`src/rtl/mem_port_arbiter_if.sv`:
```
// Bus bundle between the core's fetch/data ports, the arbiter and the shared
// single-port SRAM. The arbiter connects through the slave modport. The core
// and memory side connects through the master modport.
interface mem_port_arbiter_if #(
    parameter int P_DATA_WIDTH      = 32,
    parameter int P_IMEM_ADDR_WIDTH = 9,
    parameter int P_DMEM_ADDR_WIDTH = 8,
    parameter int P_MEM_ADDR_WIDTH  = 10
);
    logic                         if_req;
    logic [P_IMEM_ADDR_WIDTH-1:0] if_addr;
    logic                         if_gnt;
    logic                         if_rvalid;
    logic [P_DATA_WIDTH-1:0]      if_rdata;

    logic                         d_req;
    logic                         d_we;
    logic [P_DMEM_ADDR_WIDTH-1:0] d_addr;
    logic [P_DATA_WIDTH-1:0]      d_wdata;
    logic                         d_gnt;
    logic                         d_rvalid;
    logic [P_DATA_WIDTH-1:0]      d_rdata;

    logic                         mem_en;
    logic                         mem_we;
    logic [P_MEM_ADDR_WIDTH-1:0]  mem_addr;
    logic [P_DATA_WIDTH-1:0]      mem_wdata;
    logic [P_DATA_WIDTH-1:0]      mem_rdata;

    modport slave (
        input  if_req, if_addr, d_req, d_we, d_addr, d_wdata, mem_rdata,
        output if_gnt, if_rvalid, if_rdata, d_gnt, d_rvalid, d_rdata,
               mem_en, mem_we, mem_addr, mem_wdata
    );

    modport master (
        output if_req, if_addr, d_req, d_we, d_addr, d_wdata, mem_rdata,
        input  if_gnt, if_rvalid, if_rdata, d_gnt, d_rvalid, d_rdata,
               mem_en, mem_we, mem_addr, mem_wdata
    );
endinterface

```
`src/rtl/mem_port_arbiter.sv`:
```
// Shares one single-port synchronous SRAM between instruction fetch and the
// load/store port. Data has priority. A fetch that has stalled for
// P_STARVE_LIMIT cycles wins the next contended cycle. Read data comes back
// one cycle after the grant and is steered to whichever port issued the read.
module mem_port_arbiter #(
    parameter int P_DATA_WIDTH      = 32,
    parameter int P_IMEM_ADDR_WIDTH = 9,
    parameter int P_DMEM_ADDR_WIDTH = 8,
    parameter int P_MEM_ADDR_WIDTH  = 10,
    parameter int P_DMEM_BASE       = 512,
    parameter int P_STARVE_LIMIT    = 4
) (
    input logic               clk,
    input logic               reset,
    mem_port_arbiter_if.slave bus
);
    localparam int C_CNT_W = $clog2(P_STARVE_LIMIT + 1);
    localparam logic [C_CNT_W-1:0]          C_LIMIT     = C_CNT_W'(P_STARVE_LIMIT);
    localparam logic [P_MEM_ADDR_WIDTH-1:0] C_DMEM_BASE = P_MEM_ADDR_WIDTH'(P_DMEM_BASE);

    localparam logic [1:0] OWN_NONE = 2'd0;
    localparam logic [1:0] OWN_IF   = 2'd1;
    localparam logic [1:0] OWN_D    = 2'd2;

    logic [C_CNT_W-1:0] starve_cnt;
    logic [1:0]         rsp_owner;
    logic               fetch_win;
    logic               data_win;

    // Per-cycle arbitration: data wins contention unless fetch has starved long enough
    always_comb begin
        fetch_win = bus.if_req && (!bus.d_req || (starve_cnt >= C_LIMIT));
        data_win  = bus.d_req && !fetch_win;
    end

    // Drive grants and the memory strobe from the winner; everything idles at zero
    always_comb begin
        bus.if_gnt    = fetch_win;
        bus.d_gnt     = data_win;
        bus.mem_en    = fetch_win || data_win;
        bus.mem_we    = 1'b0;
        bus.mem_addr  = '0;
        bus.mem_wdata = '0;
        if (fetch_win) begin
            bus.mem_addr = P_MEM_ADDR_WIDTH'(bus.if_addr);
        end else if (data_win) begin
            bus.mem_we    = bus.d_we;
            bus.mem_addr  = C_DMEM_BASE + P_MEM_ADDR_WIDTH'(bus.d_addr);
            bus.mem_wdata = bus.d_wdata;
        end
    end

    // Count consecutive stalled fetch cycles, saturating at the limit
    always_ff @(posedge clk or posedge reset) begin
        if (reset) begin
            starve_cnt <= '0;
        end else if (!bus.if_req || fetch_win) begin
            starve_cnt <= '0;
        end else if (starve_cnt < C_LIMIT) begin
            starve_cnt <= starve_cnt + C_CNT_W'(1);
        end
    end

    // Remember who issued the read being returned next cycle
    always_ff @(posedge clk or posedge reset) begin
        if (reset) begin
            rsp_owner <= OWN_NONE;
        end else if (fetch_win) begin
            rsp_owner <= OWN_IF;
        end else if (data_win && !bus.d_we) begin
            rsp_owner <= OWN_D;
        end else begin
            rsp_owner <= OWN_NONE;
        end
    end

    // Steer the SRAM read data to the owning port; the non-owner sees zeros
    always_comb begin
        bus.if_rvalid = (rsp_owner == OWN_IF);
        bus.d_rvalid  = (rsp_owner == OWN_D);
        bus.if_rdata  = bus.if_rvalid ? bus.mem_rdata : '0;
        bus.d_rdata   = bus.d_rvalid  ? bus.mem_rdata : '0;
    end
endmodule

```
`src/flat_wrapper.sv`:
```
// flat-port wrapper written by rule: the top's interface ports become plain ports
module mem_port_arbiter_flat 
#(
    parameter int P_DATA_WIDTH      = 32,
    parameter int P_IMEM_ADDR_WIDTH = 9,
    parameter int P_DMEM_ADDR_WIDTH = 8,
    parameter int P_MEM_ADDR_WIDTH  = 10,
    parameter int P_DMEM_BASE       = 512,
    parameter int P_STARVE_LIMIT    = 4
)
  (clk, reset, bus_if_req, bus_if_addr, bus_d_req, bus_d_we, bus_d_addr, bus_d_wdata, bus_mem_rdata, bus_if_gnt, bus_if_rvalid, bus_if_rdata, bus_d_gnt, bus_d_rvalid, bus_d_rdata, bus_mem_en, bus_mem_we, bus_mem_addr, bus_mem_wdata);
  mem_port_arbiter_if #(.P_DATA_WIDTH(P_DATA_WIDTH), .P_IMEM_ADDR_WIDTH(P_IMEM_ADDR_WIDTH), .P_DMEM_ADDR_WIDTH(P_DMEM_ADDR_WIDTH), .P_MEM_ADDR_WIDTH(P_MEM_ADDR_WIDTH)) bus_i ();
  input logic clk;
  input logic reset;
  input wire logic [$bits(bus_i.if_req)-1:0] bus_if_req;
  input wire logic [$bits(bus_i.if_addr)-1:0] bus_if_addr;
  input wire logic [$bits(bus_i.d_req)-1:0] bus_d_req;
  input wire logic [$bits(bus_i.d_we)-1:0] bus_d_we;
  input wire logic [$bits(bus_i.d_addr)-1:0] bus_d_addr;
  input wire logic [$bits(bus_i.d_wdata)-1:0] bus_d_wdata;
  input wire logic [$bits(bus_i.mem_rdata)-1:0] bus_mem_rdata;
  output wire logic [$bits(bus_i.if_gnt)-1:0] bus_if_gnt;
  output wire logic [$bits(bus_i.if_rvalid)-1:0] bus_if_rvalid;
  output wire logic [$bits(bus_i.if_rdata)-1:0] bus_if_rdata;
  output wire logic [$bits(bus_i.d_gnt)-1:0] bus_d_gnt;
  output wire logic [$bits(bus_i.d_rvalid)-1:0] bus_d_rvalid;
  output wire logic [$bits(bus_i.d_rdata)-1:0] bus_d_rdata;
  output wire logic [$bits(bus_i.mem_en)-1:0] bus_mem_en;
  output wire logic [$bits(bus_i.mem_we)-1:0] bus_mem_we;
  output wire logic [$bits(bus_i.mem_addr)-1:0] bus_mem_addr;
  output wire logic [$bits(bus_i.mem_wdata)-1:0] bus_mem_wdata;
  assign bus_i.if_req = bus_if_req;
  assign bus_i.if_addr = bus_if_addr;
  assign bus_i.d_req = bus_d_req;
  assign bus_i.d_we = bus_d_we;
  assign bus_i.d_addr = bus_d_addr;
  assign bus_i.d_wdata = bus_d_wdata;
  assign bus_i.mem_rdata = bus_mem_rdata;
  assign bus_if_gnt = bus_i.if_gnt;
  assign bus_if_rvalid = bus_i.if_rvalid;
  assign bus_if_rdata = bus_i.if_rdata;
  assign bus_d_gnt = bus_i.d_gnt;
  assign bus_d_rvalid = bus_i.d_rvalid;
  assign bus_d_rdata = bus_i.d_rdata;
  assign bus_mem_en = bus_i.mem_en;
  assign bus_mem_we = bus_i.mem_we;
  assign bus_mem_addr = bus_i.mem_addr;
  assign bus_mem_wdata = bus_i.mem_wdata;
  mem_port_arbiter #(.P_DATA_WIDTH(P_DATA_WIDTH), .P_IMEM_ADDR_WIDTH(P_IMEM_ADDR_WIDTH), .P_DMEM_ADDR_WIDTH(P_DMEM_ADDR_WIDTH), .P_MEM_ADDR_WIDTH(P_MEM_ADDR_WIDTH), .P_DMEM_BASE(P_DMEM_BASE), .P_STARVE_LIMIT(P_STARVE_LIMIT)) u_core (.clk(clk), .reset(reset), .bus(bus_i));
endmodule
```
`config.mk`:
```
export PLATFORM = sky130hd
export DESIGN_NAME = mem_port_arbiter_flat
export DESIGN_NICKNAME = d
export VERILOG_FILES = /design/src/rtl/mem_port_arbiter_if.sv /design/src/rtl/mem_port_arbiter.sv /design/src/flat_wrapper.sv
export SDC_FILE = /design/constraint.sdc
export NUM_CORES = 1
export LEC_CHECK = 0
export ABC_AREA = 1
export ABC_CLOCK_PERIOD_IN_PS = 1700
export CORE_ASPECT_RATIO = 0.75
export CORE_MARGIN = 2
export CORE_UTILIZATION = 20
export CTS_CLUSTER_SIZE = 16
export DETAILED_ROUTE_END_ITERATION = 16
export GPL_TIMING_DRIVEN = 1
export PLACE_DENSITY = 0.84
export REMOVE_ABC_BUFFERS = 1
export SKIP_CTS_REPAIR_TIMING = 1
export SYNTH_ARGS = -nofsm -noshare
export SYNTH_HDL_FRONTEND = slang
export SYNTH_SLANG_ARGS = --single-unit
```
`constraint.sdc`:
```
create_clock -name clk -period 1.7 [get_ports clk]
set_clock_uncertainty 0.2 [all_clocks]
set_input_delay 0.425 -clock clk [delete_from_list [all_inputs] [get_ports clk]]
set_output_delay 0.425 -clock clk [all_outputs]
set_load 0.05 [all_outputs]
```
==> metrics.yaml, run 1 <==
status: "aborted with a tool error"
lastStage: "5_1_grt"
firstError: "[ERROR DPL-0038] Utilization greater than 100%, impossible to legalize"
grt_max_degree: 35
cts_root_buf: "clkbuf_8"
cts_buffers: 3
cts_max_level: 1
hpwlAfterDp_um: 6123
yosys_warnings: 0
start_util_pct: 20.86
worst_endpoint: "bus_mem_addr[6]"
cts.sinks: 5
ioPinCount: 198
syn_area_um2: 1022
synth_cell_types: 10
yosysSeqAreaShare_pct: 12.24
synthCells: 228
port_buffers: 197
place_congestion: 0.7682
die_y_um: 65.92
placedCellCount: 484
cts_buffer_depth: 2
worstEpCategory: "top-level output"
ys_seq_elements: 5
die_w_um: 86.55
std_cell_rows: 22
synth.avg_cell_area_um2: 4.483
[synthesized netlist by cell type, drive strengths merged]
master / instances / area share (%)
a21oi: 1 / 1.6
nand3: 9 / 4.4
buf: 12 / 7.1
nand2: 54 / 20
nor2: 69 / 25
ha: 1 / 1.2
inv: 77 / 28
dfrtp: 5 / 12
[stage by stage]
stage / worst slack, ps / instance area (um2)
floorplan: -1352 / 949.7
global placement: -565.3 / 4238
detailed placement: -678.6 / 4238
CTS: -683.4 / 4283
[cell families after synthesis]
logic type                 after synthesis  synth area share, %
buffers and inverters                   89                35.37
DFF                                      5                12.24
adders and majority gates                1                1.224
AOI/OAI and AO/OA                        1                1.592
and+or+nand+nor                        132                49.57
==> run 2: changes to the inputs <==
--- a/config.mk
+++ b/config.mk
@@ -7,13 +7,11 @@
 export LEC_CHECK = 0
 export ABC_AREA = 1
 export ABC_CLOCK_PERIOD_IN_PS = 1700
-export CORE_ASPECT_RATIO = 0.75
-export CORE_MARGIN = 2
-export CORE_UTILIZATION = 20
-export CTS_CLUSTER_SIZE = 16
+export CORE_AREA = 2 2 77 79
 export DETAILED_ROUTE_END_ITERATION = 16
+export DIE_AREA = 0 0 79 81
 export GPL_TIMING_DRIVEN = 1
-export PLACE_DENSITY = 0.84
+export PLACE_DENSITY_LB_ADDON = 0.15
 export REMOVE_ABC_BUFFERS = 1
 export SKIP_CTS_REPAIR_TIMING = 1
 export SYNTH_ARGS = -nofsm -noshare
==> metrics.yaml, run 2 <==
status: "complete, but fails checks"
violations: "setup timing"
grt.overflow.total: 0
place_congestion: 0.7922  # +3.1%
max_stage_delay_ps: 400
max_freq_mhz: 498.8
cts_max_level: 1  # unchanged
core_area_um2: 5675
reg2reg_depth: 5
cts_root_buf: "clkbuf_8"
synthCells: 228  # unchanged
first_iter_violations: 26
crit_family: "buffers and inverters"
yosysSeqAreaShare_pct: 12.24  # unchanged
die_w_um: 79  # -8.7%
cp_max_fo: 7
path_clk_slew_ps: 30
cts.sinks: 5  # unchanged
drcViolationCount: 0
synth_cell_types: 10  # unchanged
std_cell_rows: 28  # +27%
grt_first_pass_wirelength_um: 9729
crit_chain: "a21oi_4 > buf_12 > buf_6 > nand2_1 > inv_1 > buf_12"
detailedPlace.worstSlack_ps: -596.0  # +82.57 ps
r2r_slack_ps: 510
port_buffers: 197  # unchanged
hpwlAfterDp_um: 5870  # -4.1%
fin_area_um2: 5206
rsz0062_at_grt: "yes"
reg2reg_to: "u_core.rsp_owner[1]"
cellLeakagePower_uw: 0.002400
synth_common_cells: "inv_1 (76), nor2_1 (69), nand2_1 (54)"
cp.buffers_inverters: 4
yosysMostFrequentCell: "inv_1"
period_minus_slack_ps: 2005
clk_latency_ps: 220
regMostFlops: "u_core.starve_cnt"
final_nets: 526
crit_type: "flip-flop to primary output"
diodes: 0
drtPass1Iterations: 4
ant_nets: 0
place_area_um2: 4257  # +0.44%
critPathRequiredTime_ps: 1070
yosysTopAreaCell: "inv_1"
end_kind: "primary output"
yosys_warnings: 0  # unchanged
max_slew.worst_pin.slew_ps: 222.1
setup_tns_ps: -25830
period_share_pct: 117.9
startpoint_type: "flip-flop"
hp-class: "input pin to async pin"
p_per_area_nw_per_um2: 385.2
die_area_um2: 6399
crit_arrival_ps: 1380
cpMaxStageDelayCell: "dfrtp_1"
cap_violations: 0
final_util_pct: 91.73
crit_top_cell: "buf_12"
synth.avg_cell_area_um2: 4.483  # unchanged
vias: 2232
syn_area_um2: 1022  # unchanged
rr_startpoint: "u_core.starve_cnt[2]"
layout_common_cells: "buf_12 (119), clkdlybuf4s50_1 (78), nor2_4 (66)"
ir_worst_vdd_v: 0.0002690
grt_max_degree: 33
synth_edf_count: 0  # unchanged
synth-main-ff-cell: "dfrtp_1"
synth_area_leaders: "inv_1 (28%), nor2_1 (25%), nand2_1 (20%)"
ys_seq_elements: 5  # unchanged
drv_slew: 0
reg_top3: "u_core.starve_cnt x3, u_core.rsp_owner x2"
cts_buffer_depth: 2  # unchanged
wl_per_cell_um: 18.44
grt_antenna_before_repair: 0
first_global_vias: 2055
area_growth_pct: 409.3
max_slew_margin_pct: 85.18
grt_usage_pct: 19.17
hold_violations: 0
synthArstFlopShare_pct: 100.0  # unchanged
largest_register_ffs: 3
cts_tree: "yes"
routed_wl_um: 9459
setup_ws_ps: -304.8
ioPinCount: 198  # unchanged
start_util_pct: 18.01  # -2.9 points
drive_gt1_share_pct: 64.84
synth_top_area_share_pct: 27.91  # unchanged
whs_ps: 200.7
final_common_cell: "buf_12"
die_y_um: 81  # +23%
setup-violations-final: 111
routed_via_density: 4.351
cts_buffers: 3  # unchanged
## run 2: cell counts after synthesis
Identical to the previous run, type by type.
## run 2: metal layers
metal | routed length, um | track usage, % | vias to the layer above
met2 | 5331 | 36.95 | 138
met5 | 0 | 0 | -
met4 | 216 | 5.345 | 0
met1 | 2940 | 18.69 | 1043
li1 | - | - | 1035
met3 | 970 | 8.111 | 16
## run 2: worst max-delay path by stage
stage / start / to / slack [ps] / cells after the start
6_report: u_core.starve_cnt[2] / bus_mem_wdata[1] / -300 / 6
5_1_grt: u_core.starve_cnt[2] / bus_mem_wdata[1] / -350 / 6
4_1_cts: bus_d_req / bus_mem_wdata[22] / -600 / 7
3_5_place_dp: bus_d_req / bus_mem_wdata[22] / -600 / 7
3_3_place_gp: bus_d_req / bus_mem_addr[6] / -560 / 7
2_1_floorplan: u_core.rsp_owner[0] / bus_d_rdata[0] / -1350 / 3
## run 2: layout make-up
| type | instances | area [um2] |
|---|---|---|
| tap | 75 | 93.84 |
| inverter | 77 | 304.0 |
| fill | 205 | 469.2 |
| multi-input combinational | 134 | 1157 |
| timing repair buffer | 218 | 3480 |
| sequential | 5 | 126.4 |
| clock buffer | 4 | 45.04 |
## run 2: kinds of logic after synthesis
family                   count (synthesis)  synth area share, %
AND/OR/NAND/NOR                        132                49.57
buffers and inverters                   89                35.37
flip-flops                               5                12.24
AO/OA/AOI/OAI                            1                1.592
adder cells (fa/ha/maj)                  1                1.224
## run 2: stage by stage
stage	cells	total power [uW]
2_1_floorplan	216	689.4
3_3_place_gp	499	1494
3_5_place_dp	499	1511
4_1_cts	503	1737
5_1_grt	513	2076
6_report	513	2006
## run 2: report_power, final
part           total [uW]  switching [uW]  internal [uW]
logic                1660             868            789
registers             129            4.66            125
clock network         220            59.1            161
## run 2: worst reg2reg max path, delay by kind of cell, from the launching register on
kind                   cells  cell delay (ps)
AO/OA/AOI/OAI              1              160
buffers and inverters      3              320
AND/OR/NAND/NOR            1               50
flip-flops                 1              400
Power figures use the tool's default switching activity.
==> run 3: changes to the inputs <==
--- a/config.mk
+++ b/config.mk
@@ -7,9 +7,10 @@
 export LEC_CHECK = 0
 export ABC_AREA = 1
 export ABC_CLOCK_PERIOD_IN_PS = 1700
-export CORE_AREA = 2 2 77 79
+export CORE_ASPECT_RATIO = 0.9
+export CORE_MARGIN = 2
+export CORE_UTILIZATION = 20
 export DETAILED_ROUTE_END_ITERATION = 16
-export DIE_AREA = 0 0 79 81
 export GPL_TIMING_DRIVEN = 1
 export PLACE_DENSITY_LB_ADDON = 0.15
 export REMOVE_ABC_BUFFERS = 1
==> metrics.yaml, run 3 <==
status: "aborted with a tool error"
lastStage: "5_1_grt"
firstError: "[ERROR DPL-0038] Utilization greater than 100%, impossible to legalize"
cts_root_buf: "clkbuf_8"
synth_edf_count: 0  # unchanged
synth-main-ff-cell: "dfrtp_1"
yosys_warnings: 0  # unchanged
cts.sinks: 5  # unchanged
die_w_um: 79.36  # +0.46%
yosysSeqAreaShare_pct: 12.24  # unchanged
worst_endpoint: "bus_mem_wdata[17]"
synth_area_leaders: "inv_1 (28%), nor2_1 (25%), nand2_1 (20%)"
grt_max_degree: 37
placedCellCount: 490  # -1.8%
cts_max_level: 1  # unchanged
start_util_pct: 20.88  # +2.9 points
synth_top_area_share_pct: 27.91  # unchanged
worstEpCategory: "top-level output"
yosysMostFrequentCell: "inv_1"
synthArstFlopShare_pct: 100.0  # unchanged
place_congestion: 0.7500  # -5.3%
synth_cell_types: 10  # unchanged
synth_common_cells: "inv_1 (76), nor2_1 (69), nand2_1 (54)"
hpwlAfterDp_um: 6310  # +7.5%
syn_area_um2: 1022  # unchanged
std_cell_rows: 24  # -14%
ioPinCount: 198  # unchanged
synth.avg_cell_area_um2: 4.483  # unchanged
die_y_um: 71.83  # -11%
cts_buffers: 3  # unchanged
synthCells: 228  # unchanged
ys_seq_elements: 5  # unchanged
cts_buffer_depth: 2  # unchanged
yosysTopAreaCell: "inv_1"
port_buffers: 197  # unchanged
==> run 3: cell counts after synthesis <==
Identical to the previous run, type by type.
==> run 3: logic make-up after synthesis <==
group	synth area share, %
adders and majority gates	1.224
and+or+nand+nor	49.57
DFF	12.24
AOI/OAI and AO/OA	1.592
buffers and inverters	35.37
==> run 3: per-stage QoR <==
step           cell area (um2)  util (%)  worst slack [ps]
2_1_floorplan            949.7         -             -1352
3_3_place_gp              4252     86.86            -600.6
3_5_place_dp              4252     86.86            -618.5
4_1_cts                   4297     87.78            -638.1
